<file path="src/rtl/alu_pkg.sv">
// Shared types for the sequential ALU: opcodes, FSM states, flag bundle and
// the width helper for the iteration counter.
package alu_pkg;

  typedef enum logic [3:0] {
    OP_ADD  = 4'd0,
    OP_SUB  = 4'd1,
    OP_AND  = 4'd2,
    OP_OR   = 4'd3,
    OP_XOR  = 4'd4,
    OP_NOT  = 4'd5,
    OP_SHL1 = 4'd6,
    OP_SHR1 = 4'd7,
    OP_ADC  = 4'd8,
    OP_SBB  = 4'd9,
    OP_ROL1 = 4'd10,
    OP_ROR1 = 4'd11,
    OP_SHLN = 4'd12,
    OP_SHRN = 4'd13,
    OP_MUL  = 4'd14,
    OP_RSVD = 4'd15
  } opcode_e;

  typedef enum logic [1:0] {
    ST_IDLE = 2'd0,
    ST_EXEC = 2'd1,
    ST_DONE = 2'd2
  } state_e;

  typedef struct packed {
    logic zero;
    logic carry;
    logic neg;
    logic ovf;
  } flags_t;

  // Counter must hold WIDTH itself (the multiply step count).
  function automatic int cnt_width(input int width);
    return $clog2(width + 1);
  endfunction

endpackage

</file>
<file path="src/rtl/alu_iter_unit.sv">
// Iterative datapath: one-bit-per-cycle shifts (by n) and shift-add multiply.
// start_i loads operands; done_o flags the final step, whose outcome is
// presented combinationally on result_o/carry_o in that same cycle.
module alu_iter_unit
  import alu_pkg::*;
#(
  parameter int WIDTH = 8
) (
  input  logic                       clk,
  input  logic                       rst_n,
  input  logic                       start_i,
  input  logic                       mul_i,
  input  logic                       left_i,
  input  logic [WIDTH-1:0]           a_i,
  input  logic [WIDTH-1:0]           b_i,
  input  logic [$clog2(WIDTH)-1:0]   n_i,
  output logic                       done_o,
  output logic [WIDTH-1:0]           result_o,
  output logic                       carry_o
);

  localparam int CW = cnt_width(WIDTH);

  logic               active_q;
  logic               mul_q;
  logic               left_q;
  logic [CW-1:0]      cnt_q;
  logic [WIDTH-1:0]   sh_q;
  logic [2*WIDTH-1:0] mcand_q;
  logic [WIDTH-1:0]   mplier_q;
  logic [2*WIDTH-1:0] acc_q;

  logic [WIDTH-1:0]   sh_nxt;
  logic               sh_carry;
  logic [2*WIDTH-1:0] acc_nxt;

  // One step of the shifter and of the multiplier.
  assign sh_nxt   = left_q ? (sh_q << 1) : (sh_q >> 1);
  assign sh_carry = left_q ? sh_q[WIDTH-1] : sh_q[0];
  assign acc_nxt  = acc_q + (mplier_q[0] ? mcand_q : '0);

  assign done_o   = active_q && (cnt_q == CW'(1));
  assign result_o = mul_q ? acc_nxt[WIDTH-1:0] : sh_nxt;
  assign carry_o  = mul_q ? |acc_nxt[2*WIDTH-1:WIDTH] : sh_carry;

  // Load operands on start, then advance one bit per cycle until count expires.
  // NOTE: state registers use non-blocking assignments so every flop samples
  // pre-edge values, independent of statement order.
  always_ff @(posedge clk or negedge rst_n) begin
    if (!rst_n) begin
      active_q <= 1'b0;
      mul_q    <= 1'b0;
      left_q   <= 1'b0;
      cnt_q    <= '0;
      sh_q     <= '0;
      mcand_q  <= '0;
      mplier_q <= '0;
      acc_q    <= '0;
    end else if (start_i) begin
      active_q <= 1'b1;
      mul_q    <= mul_i;
      left_q   <= left_i;
      cnt_q    <= mul_i ? CW'(WIDTH) : CW'(n_i);
      sh_q     <= a_i;
      mcand_q  <= {{WIDTH{1'b0}}, a_i};
      mplier_q <= b_i;
      acc_q    <= '0;
    end else if (active_q) begin
      sh_q     <= sh_nxt;
      mcand_q  <= mcand_q << 1;
      mplier_q <= mplier_q >> 1;
      acc_q    <= acc_nxt;
      cnt_q    <= cnt_q - CW'(1);
      if (cnt_q == CW'(1)) active_q <= 1'b0;
    end
  end

endmodule

</file>
<file path="src/rtl/seq_alu.sv">
// Sequential ALU with valid/ready handshake. Single-cycle ops complete in one
// cycle; shift-by-n and multiply run in alu_iter_unit. Results and flags are
// held in DONE until the consumer takes them.
module seq_alu
  import alu_pkg::*;
#(
  parameter int WIDTH  = 8,
  parameter int MUL_EN = 1
) (
  input  logic             clk,
  input  logic             rst_n,
  input  logic             in_valid,
  output logic             in_ready,
  input  logic [WIDTH-1:0] a,
  input  logic [WIDTH-1:0] b,
  input  logic [3:0]       opcode,
  output logic             out_valid,
  input  logic             out_ready,
  output logic [WIDTH-1:0] result,
  output logic             zero,
  output logic             carry,
  output logic             neg,
  output logic             ovf,
  output logic             busy
);

  localparam int SHW = $clog2(WIDTH);

  state_e             state_q, state_d;
  logic [WIDTH-1:0]   result_q;
  flags_t             flags_q;
  logic               cf_q;

  opcode_e            op;
  logic [SHW-1:0]     n;
  logic               is_mul, iter_req, accept;
  logic               start, load, sel_iter;
  logic [WIDTH:0]     ext;
  logic [WIDTH-1:0]   s_res, res_d, iter_res;
  flags_t             s_flags, flags_d;
  logic               iter_done, iter_carry;

  assign op       = opcode_e'(opcode);
  assign n        = b[SHW-1:0];
  assign is_mul   = (op == OP_MUL) && (MUL_EN != 0);
  assign iter_req = is_mul || (((op == OP_SHLN) || (op == OP_SHRN)) && (n != '0));

  // Reset gating keeps in_ready low while rst_n is asserted.
  assign in_ready  = rst_n && ((state_q == ST_IDLE) || ((state_q == ST_DONE) && out_ready));
  assign accept    = in_valid && in_ready;
  assign out_valid = (state_q == ST_DONE);
  assign busy      = (state_q == ST_EXEC);
  assign result    = result_q;
  assign zero      = flags_q.zero;
  assign carry     = flags_q.carry;
  assign neg       = flags_q.neg;
  assign ovf       = flags_q.ovf;

  alu_iter_unit #(.WIDTH(WIDTH)) u_iter (
    .clk      (clk),
    .rst_n    (rst_n),
    .start_i  (start),
    .mul_i    (is_mul),
    .left_i   (op == OP_SHLN),
    .a_i      (a),
    .b_i      (b),
    .n_i      (n),
    .done_o   (iter_done),
    .result_o (iter_res),
    .carry_o  (iter_carry)
  );

  // Single-cycle result and flags, computed from the live request inputs.
  // NOTE: every output of this block gets a default first, so no path can
  // leave one unassigned and infer a latch.
  always_comb begin
    ext     = '0;
    s_res   = '0;
    s_flags = '0;
    case (op)
      OP_ADD, OP_ADC: begin
        ext           = {1'b0, a} + {1'b0, b} + {{WIDTH{1'b0}}, (op == OP_ADC) && cf_q};
        s_res         = ext[WIDTH-1:0];
        s_flags.carry = ext[WIDTH];
        s_flags.ovf   = (a[WIDTH-1] == b[WIDTH-1]) && (s_res[WIDTH-1] != a[WIDTH-1]);
      end
      OP_SUB, OP_SBB: begin
        ext           = {1'b0, a} - {1'b0, b} - {{WIDTH{1'b0}}, (op == OP_SBB) && cf_q};
        s_res         = ext[WIDTH-1:0];
        s_flags.carry = ext[WIDTH];
        s_flags.ovf   = (a[WIDTH-1] != b[WIDTH-1]) && (s_res[WIDTH-1] != a[WIDTH-1]);
      end
      OP_AND:  s_res = a & b;
      OP_OR:   s_res = a | b;
      OP_XOR:  s_res = a ^ b;
      OP_NOT:  s_res = ~a;
      OP_SHL1: s_res = a << 1;
      OP_SHR1: s_res = a >> 1;
      OP_ROL1: begin
        s_res         = {a[WIDTH-2:0], a[WIDTH-1]};
        s_flags.carry = a[WIDTH-1];
      end
      OP_ROR1: begin
        s_res         = {a[0], a[WIDTH-1:1]};
        s_flags.carry = a[0];
      end
      // Only reached here for a zero shift count: pass A through.
      OP_SHLN, OP_SHRN: s_res = a;
      // Reserved codes (and MUL when disabled) produce zero with clear flags.
      default: s_res = '0;
    endcase
    s_flags.zero = (s_res == '0);
    s_flags.neg  = s_res[WIDTH-1];
  end

  // Select which datapath feeds the output registers.
  always_comb begin
    res_d         = sel_iter ? iter_res : s_res;
    flags_d       = s_flags;
    if (sel_iter) begin
      flags_d.zero  = (iter_res == '0);
      flags_d.carry = iter_carry;
      flags_d.neg   = iter_res[WIDTH-1];
      flags_d.ovf   = 1'b0;
    end
  end

  // FSM state register.
  always_ff @(posedge clk or negedge rst_n) begin
    if (!rst_n) state_q <= ST_IDLE;
    else        state_q <= state_d;
  end

  // Next-state and control strobes; DONE may accept a new op with no bubble.
  always_comb begin
    state_d  = state_q;
    start    = 1'b0;
    load     = 1'b0;
    sel_iter = 1'b0;
    case (state_q)
      ST_IDLE, ST_DONE: begin
        if (accept) begin
          if (iter_req) begin
            state_d = ST_EXEC;
            start   = 1'b1;
          end else begin
            state_d = ST_DONE;
            load    = 1'b1;
          end
        end else if ((state_q == ST_DONE) && out_ready) begin
          state_d = ST_IDLE;
        end
      end
      ST_EXEC: begin
        if (iter_done) begin
          state_d  = ST_DONE;
          load     = 1'b1;
          sel_iter = 1'b1;
        end
      end
      default: state_d = ST_IDLE;
    endcase
  end

  // Output registers and sticky carry, updated on every entry to DONE.
  always_ff @(posedge clk or negedge rst_n) begin
    if (!rst_n) begin
      result_q <= '0;
      flags_q  <= '0;
      cf_q     <= 1'b0;
    end else if (load) begin
      result_q <= res_d;
      flags_q  <= flags_d;
      cf_q     <= flags_d.carry;
    end
  end

endmodule

</file>
<file path="config.mk">
export PLATFORM = sky130hd
export DESIGN_NAME = seq_alu
export DESIGN_NICKNAME = d
export VERILOG_FILES = /design/src/rtl/alu_pkg.sv /design/src/rtl/alu_iter_unit.sv /design/src/rtl/seq_alu.sv
export SDC_FILE = /design/constraint.sdc
export NUM_CORES = 1
export LEC_CHECK = 0
export BUFFER_PORTS_ARGS = -buffer_cell sky130_fd_sc_hd__buf_2
export CAP_MARGIN = 20
export CORE_AREA = 2 2 106 108
export CTS_CLUSTER_DIAMETER = 60
export DETAILED_ROUTE_END_ITERATION = 8
export DIE_AREA = 0 0 108 110
export MAX_ROUTING_LAYER = met4
export PLACE_DENSITY = 0.69
export SLEW_MARGIN = 15
export SYNTH_ARGS = -nofsm -noshare
export SYNTH_HDL_FRONTEND = slang
export SYNTH_SLANG_ARGS = --single-unit
</file>
<file path="constraint.sdc">
create_clock -name clk -period 3.2 [get_ports clk]
set_clock_uncertainty 0.1 [all_clocks]
set_input_delay 0.64 -clock clk [delete_from_list [all_inputs] [get_ports clk]]
set_output_delay 0.64 -clock clk [all_outputs]
set_load 0.02 [all_outputs]
</file>
# --- Yosys cells after proc, flatten, opt, wreduce, memory -nomap -nowiden ---
# Index checks and enable logic that the tools add are counted.
op_classes:
  addsub: 6
  n_eq_ne: 23
  n_mux: 37
  n_bitwise: 4
  reduce_logical: 24
op_table:
  columns: ["op", "count"]
  rows:
  - ["one-hot mux 8 bit (11 select lines)", 1]
  - ["two-way mux 16 bit", 5]
  - ["two-way mux 8 bit", 7]
  - ["== test 4 bit, second input constant", 7]
  - ["adder 16 bit", 1]
  - ["== test 4 x 3 -> 1 bit, second input constant", 4]
  - ["zero test 8 bit", 2]
  - ["two-way mux 4 bit", 4]
  - ["two-way mux 1 bit", 12]
  - ["adder 8 x 8 -> 9 bit", 1]
  - ["adder 9 x 1 -> 9 bit", 1]
  - ["logical AND 1 bit", 9]
  - ["subtractor 8 x 8 -> 9 bit", 1]
  - ["subtractor 9 x 1 -> 9 bit", 1]
  - ["AND 8 bit", 1]
  - ["== test 4 x 1 -> 1 bit, second input constant", 2]
  - ["== test 4 x 2 -> 1 bit, second input constant", 2]
  - ["two-way mux 2 bit", 4]
  - ["inverter 8 bit", 1]
  - ["bitwise OR 8 bit", 1]
  - ["OR reduction 2 bit", 4]
  - ["OR reduction 8 bit", 1]
  - ["XOR 8 bit", 1]
  - ["zero test 4 bit", 1]
  - ["15 further kinds", 20]
totals:
  ff_bits: 69
  inputBits: 24
  output_inout_bits: 15

# --- Logic depth before layout (Yosys ltp) ---
depth:
  word_depth: 8
  ltp_mapped: 16
  mapped_depth_nobuf: 14

# --- Hierarchy ---
# A second synthesis with hierarchy kept.
unflattened:
  hier_cells: 726
  area_unflattened_um2: 6142.1
by_module_without_submodules:
  columns: ["mod", "n_inst", "cells_per_inst", "area_each_um2", "seq_area_each_um2"]
  rows:
  - ["alu_iter_unit", 1, 399, 3613.5, 1376.3]
  - ["seq_alu", 1, 327, 2528.7, 325.3]

# --- Least setup slack after synthesis ---
# No wires, ideal clock.
synth_timing:
  kind: "in2reg"
  start: "input port opcode[0]"
  end: "register result_q[7] (netlist: result[7])"
  setup_time_ps: 126
  arrival_ps: 3313
  t_required_ps: 2974
  setup_slack_ps: -339
  path_stages: 15
  n_path_buf: 2
  path_cell_list: "buf_2 buf_2 nor2b_1 nand3_1 fa_1 inv_1 ha_1 o21ai_0 a21boi_0 o21a_1 nor2_1 o211ai_1 a21oi_1 o21ai_0 a221o_1"
synth_via:
  elab_chain_cells: 7
  word_cells_on_any_way: 30
synth_lines:
  columns: ["element", "line", "rtl"]
  rows:
  - ["from (decl)", "seq_alu.sv:16", "input logic [3:0] opcode,"]
  - ["branches (longest 7 deep; another with subtractor 9 x 1 -> 9 bit)", null, null]
  - ["to (signal assigned)", "seq_alu.sv:172", "result_q <= res_d;"]
  - ["to (decl)", "seq_alu.sv:30", "logic [WIDTH-1:0] result_q;"]
# Parallel ways; which one is timed is not known.
# A chain may end at the register's enable or synchronous reset.

# --- Final worst setup path ---
# Same ends and word-level chain as after synthesis.

==> metrics.log <==
[metrics] first-pass GRT wire length: 24900 um
[metrics] portion of total power attributed to the clock network: 15.1%
[metrics] via total after detailed routing: 5065
[metrics] total die area: 11900 um^2
[metrics] number of synthesis warnings: 0
[metrics] post-layout min period: 3.07 ns
[metrics] CTS tree: yes
[metrics] final weighted congestion in routability-driven placement: 1.00
[metrics] global-route congestion overflow total: 0
[metrics] Crit. Startpoint: opcode[0]
[metrics] Post-Route Utilization: 59.8%
[metrics] dominant register cell in the synthesized netlist: dfrtp_1
[metrics] via density per instance: 5.84
[metrics] maximum fanout along the worst path: 4
[metrics] fill cell count: 967
[metrics] number of max-capacitance violations reported: 0
[metrics] Initial DRT Pass Iterations: 5
[metrics] total routing resource utilization after global routing: 27.8%
[metrics] Row Count: 38
[metrics] Layout Nets: 798
[metrics] Gate power share: 49.7%
[metrics] sequential share of power: 35.1%
[metrics] number of diodes added for antenna fixing: 0
[metrics] Worst Setup End Kind: flop
[metrics] Crit Path Category: in -> reg
[metrics] sum of routed wire length over all layers: 15400 um
[metrics] proportion of layout cells with a drive suffix above 1: 18.3%
[metrics] Synth-to-Final Area Change: 15.2%
[metrics] cell leakage power: 2.98 nW
[metrics] first-iteration detailed-routing DRC count: 399
[metrics] outcome: finished clean
[metrics] Hold Path Class: in -> async
[metrics] final hold viol count: 0
[metrics] Seq/Total Area, Yosys: 30.7%
[metrics] number of storage elements in the synthesis netlist: 68
[metrics] initial core utilization: 51.9%
[metrics] Mean Syn Cell Area: 8.40 um^2
[metrics] fraction of power spent switching nets: 42.7%
[metrics] area taken by flip-flops and latches: 1700 um^2
[metrics] number of nets produced by synthesis: 737
[metrics] total CTS buffers: 9
[metrics] number of flops mapped to enable cells by yosys: 0
[metrics] Core Footprint: 10700 um^2
[metrics] total power of the final layout: 4.03 mW
[metrics] antenna violations before repair: 0
[metrics] Power per Cell Area: 630 nW/um^2
[metrics] top library cells by usage in the layout, fill and taps aside: dfrtp_1, nor2_1, nand2_1, o21ai_0, mux2i_1
[metrics] buffer type at the clock tree root: clkbuf_8
[metrics] final count of pins violating max slew: 0
[metrics] maximum clock insertion buffer count: 2
[metrics] register clock-pin slew on the reported worst setup and hold paths: 0.08 ns
[metrics] Die Height: 110 um
[metrics] count of hold-fix buffers inserted at cts: 0
[metrics] internal power of the cells: 2.31 mW
[metrics] pin count of the biggest net entering global routing: 69
[metrics] number of top-level design ports: 39
[metrics] clock latency reported for the late side of the worst-skew pair: 0.35 ns
[metrics] share of the clock period used by the worst path after layout: 96.0%
[metrics] number of distinct library cells after synthesis: 57
[metrics] Arrival @ worst endpoint: 3.21 ns
[metrics] worst-case headroom to the max-slew limit: 39.0%
[metrics] Port Buffer Count: 38
[metrics] switching power: 1.72 mW
[metrics] final setup slack of the worst path: 0.127 ns
[metrics] upper clock frequency limit: 325 MHz
[metrics] commonest non-fill, non-tap cell in the layout: dfrtp_1
[metrics] combined area of all synthesized cells: 5550 um^2
[metrics] synthesized netlist cell count: 661
[metrics] Antenna Nets Post-Route: 0
[metrics] Required @ worst endpoint: 3.34 ns
[metrics] total negative slack: 0 ns
[metrics] CP startpoint kind: input port
[metrics] final setup violation count: 0
[metrics] CTS H-tree lvls: 3
[metrics] Post-Place Setup Slack: -0.311 ns
[metrics] via count of the first global-routing pass: 4771
[metrics] async set-or-reset flop fraction in the synthesized netlist: 100%
[metrics] WL/cell: 17.8 um
[metrics] die outline width: 108 um
[metrics] transition time of the tightest slew-check pin: 0.911 ns
[metrics] maximum VDD drop: 666 uV
[metrics] number of remaining DRC errors: 0
[metrics] multi-input gate area in the final layout: 3670 um^2
[metrics] estimated wirelength of the detail-placed design: 11500 um
[metrics] clk sink count: 68
[metrics] launching point of the worst reg2reg path: u_iter.mplier_q[0]$_DFFE_PN0P_
==> metrics by stage <==
| stage | instance area (um^2) | hold WS (ns) | instances |
|---|---|---|---|
| 2_1_floorplan | 5620 | 0.244 | 661 |
| 3_3_place_gp | 6180 | 0.406 | 851 |
| 3_5_place_dp | 6180 | 0.411 | 851 |
| 4_1_cts | 6350 | 0.429 | 867 |
| 5_1_grt | 6400 | 0.471 | 867 |
| 6_report | 6400 | 0.400 | 867 |
==> power by group through the flow <==
stage | Combinational, mW | Clock (mW) | Sequential, mW
2_1_floorplan | 1.42 | 0 | 1.41
3_3_place_gp | 1.92 | 0 | 1.41
3_5_place_dp | 1.97 | 0 | 1.42
4_1_cts | 1.98 | 0.617 | 1.41
5_1_grt | 2.24 | 0.658 | 1.46
6_report | 2.00 | 0.610 | 1.41
==> critical path, stage by stage <==
cell and delay (ns):
buf_2 0.13, nor2b_4 0.16, nand3_2 0.10, fa_2 0.60
inv_2 0.05, ha_4 0.16, o21ai_4 0.15, a21boi_1 0.10
o21a_1 0.22, nor2_4 0.14, o211ai_1 0.13, a21oi_1 0.16
o21ai_1 0.13, a221o_1 0.34
==> state kept, by name, summed over array words and instances, names as in the netlist <==
| register | count |
|---|---|
| u_iter.active_q | 1 |
| u_iter.mcand_q | 16 |
| u_iter.mplier_q | 8 |
| cf_q | 1 |
| u_iter.sh_q | 8 |
| u_iter.left_q | 1 |
| ovf | 1 |
| u_iter.cnt_q | 4 |
| zero | 1 |
| u_iter.acc_q | 16 |
| result | 8 |
| u_iter.mul_q | 1 |
| state_q | 2 |
==> layout make-up <==
type / count / share of cell area, %
timing repair buffer: 83 / 8.45
inverter: 39 / 2.29
clock buffer: 11 / 2.05
clock inverter: 5 / 0.469
tap: 140 / 2.74
multi-input combinational: 521 / 57.4
sequential: 68 / 26.6
==> what timing repair did <==
item                       CTS  global route
setup buffers                0             0
resized for setup            0            10
setup endpoints to repair    0             7
==> cell families after synthesis <==
kind of cell    Yosys count  synth area share [%]
compound gates          172                  19.7
buf+inv                  72                  5.32
simple gates            220                  18.6
mux                      51                  9.26
flops                    68                  30.7
xor+xnor                 26                  4.10
fa+ha+maj                52                  12.4
==> path summary, 6_finish.rpt <==
path                       slack (ns)  cells after the start                              to
min in group clk                 0.43                      2  u_iter.mcand_q[15]$_DFFE_PN0P_
max reg2reg                      0.17                     12                cf_q$_DFFE_PN0P_
min                              0.40                      2   u_iter.mcand_q[0]$_DFFE_PN0P_
max in group asynchronous        2.01                      2       u_iter.active_q$_DFF_PN0_
min reg2reg                      0.43                      2  u_iter.mcand_q[15]$_DFFE_PN0P_
max                              0.13                     14           result[7]$_DFFE_PN0P_
==> routing by layer <==
layer	routed length, um	track usage, %
met5	0	-
met4	290	7.23
met3	825	4.88
met2	7030	42.7
met1	7280	38.3
==> Yosys cell counts, types with 4 or more instances <==
master	instances	area [um^2]
a211oi_1	12	90.1
a21o_1	5	37.5
o22ai_1	4	25.0
clkbuf_1	13	48.8
nor3_1	16	80.1
a32oi_1	4	35.0
buf_2	16	80.1
nor2b_1	12	75.1
xnor2_1	19	166
nand3_1	21	105
and2_1	19	119
o21ai_0	62	310
a31oi_1	4	25.0
xor2_1	7	61.3
inv_1	39	146
fa_1	5	100
a22oi_1	4	30.0
dfrtp_1	68	1700
o31ai_1	7	52.6
a21oi_1	38	190
nor2_1	65	244
nand4_1	5	31.3
nand2b_1	7	43.8
nand2_1	60	225
ha_1	47	588
mux2i_1	48	480
o211ai_1	4	30.0
Power figures use the tool's default switching activity.
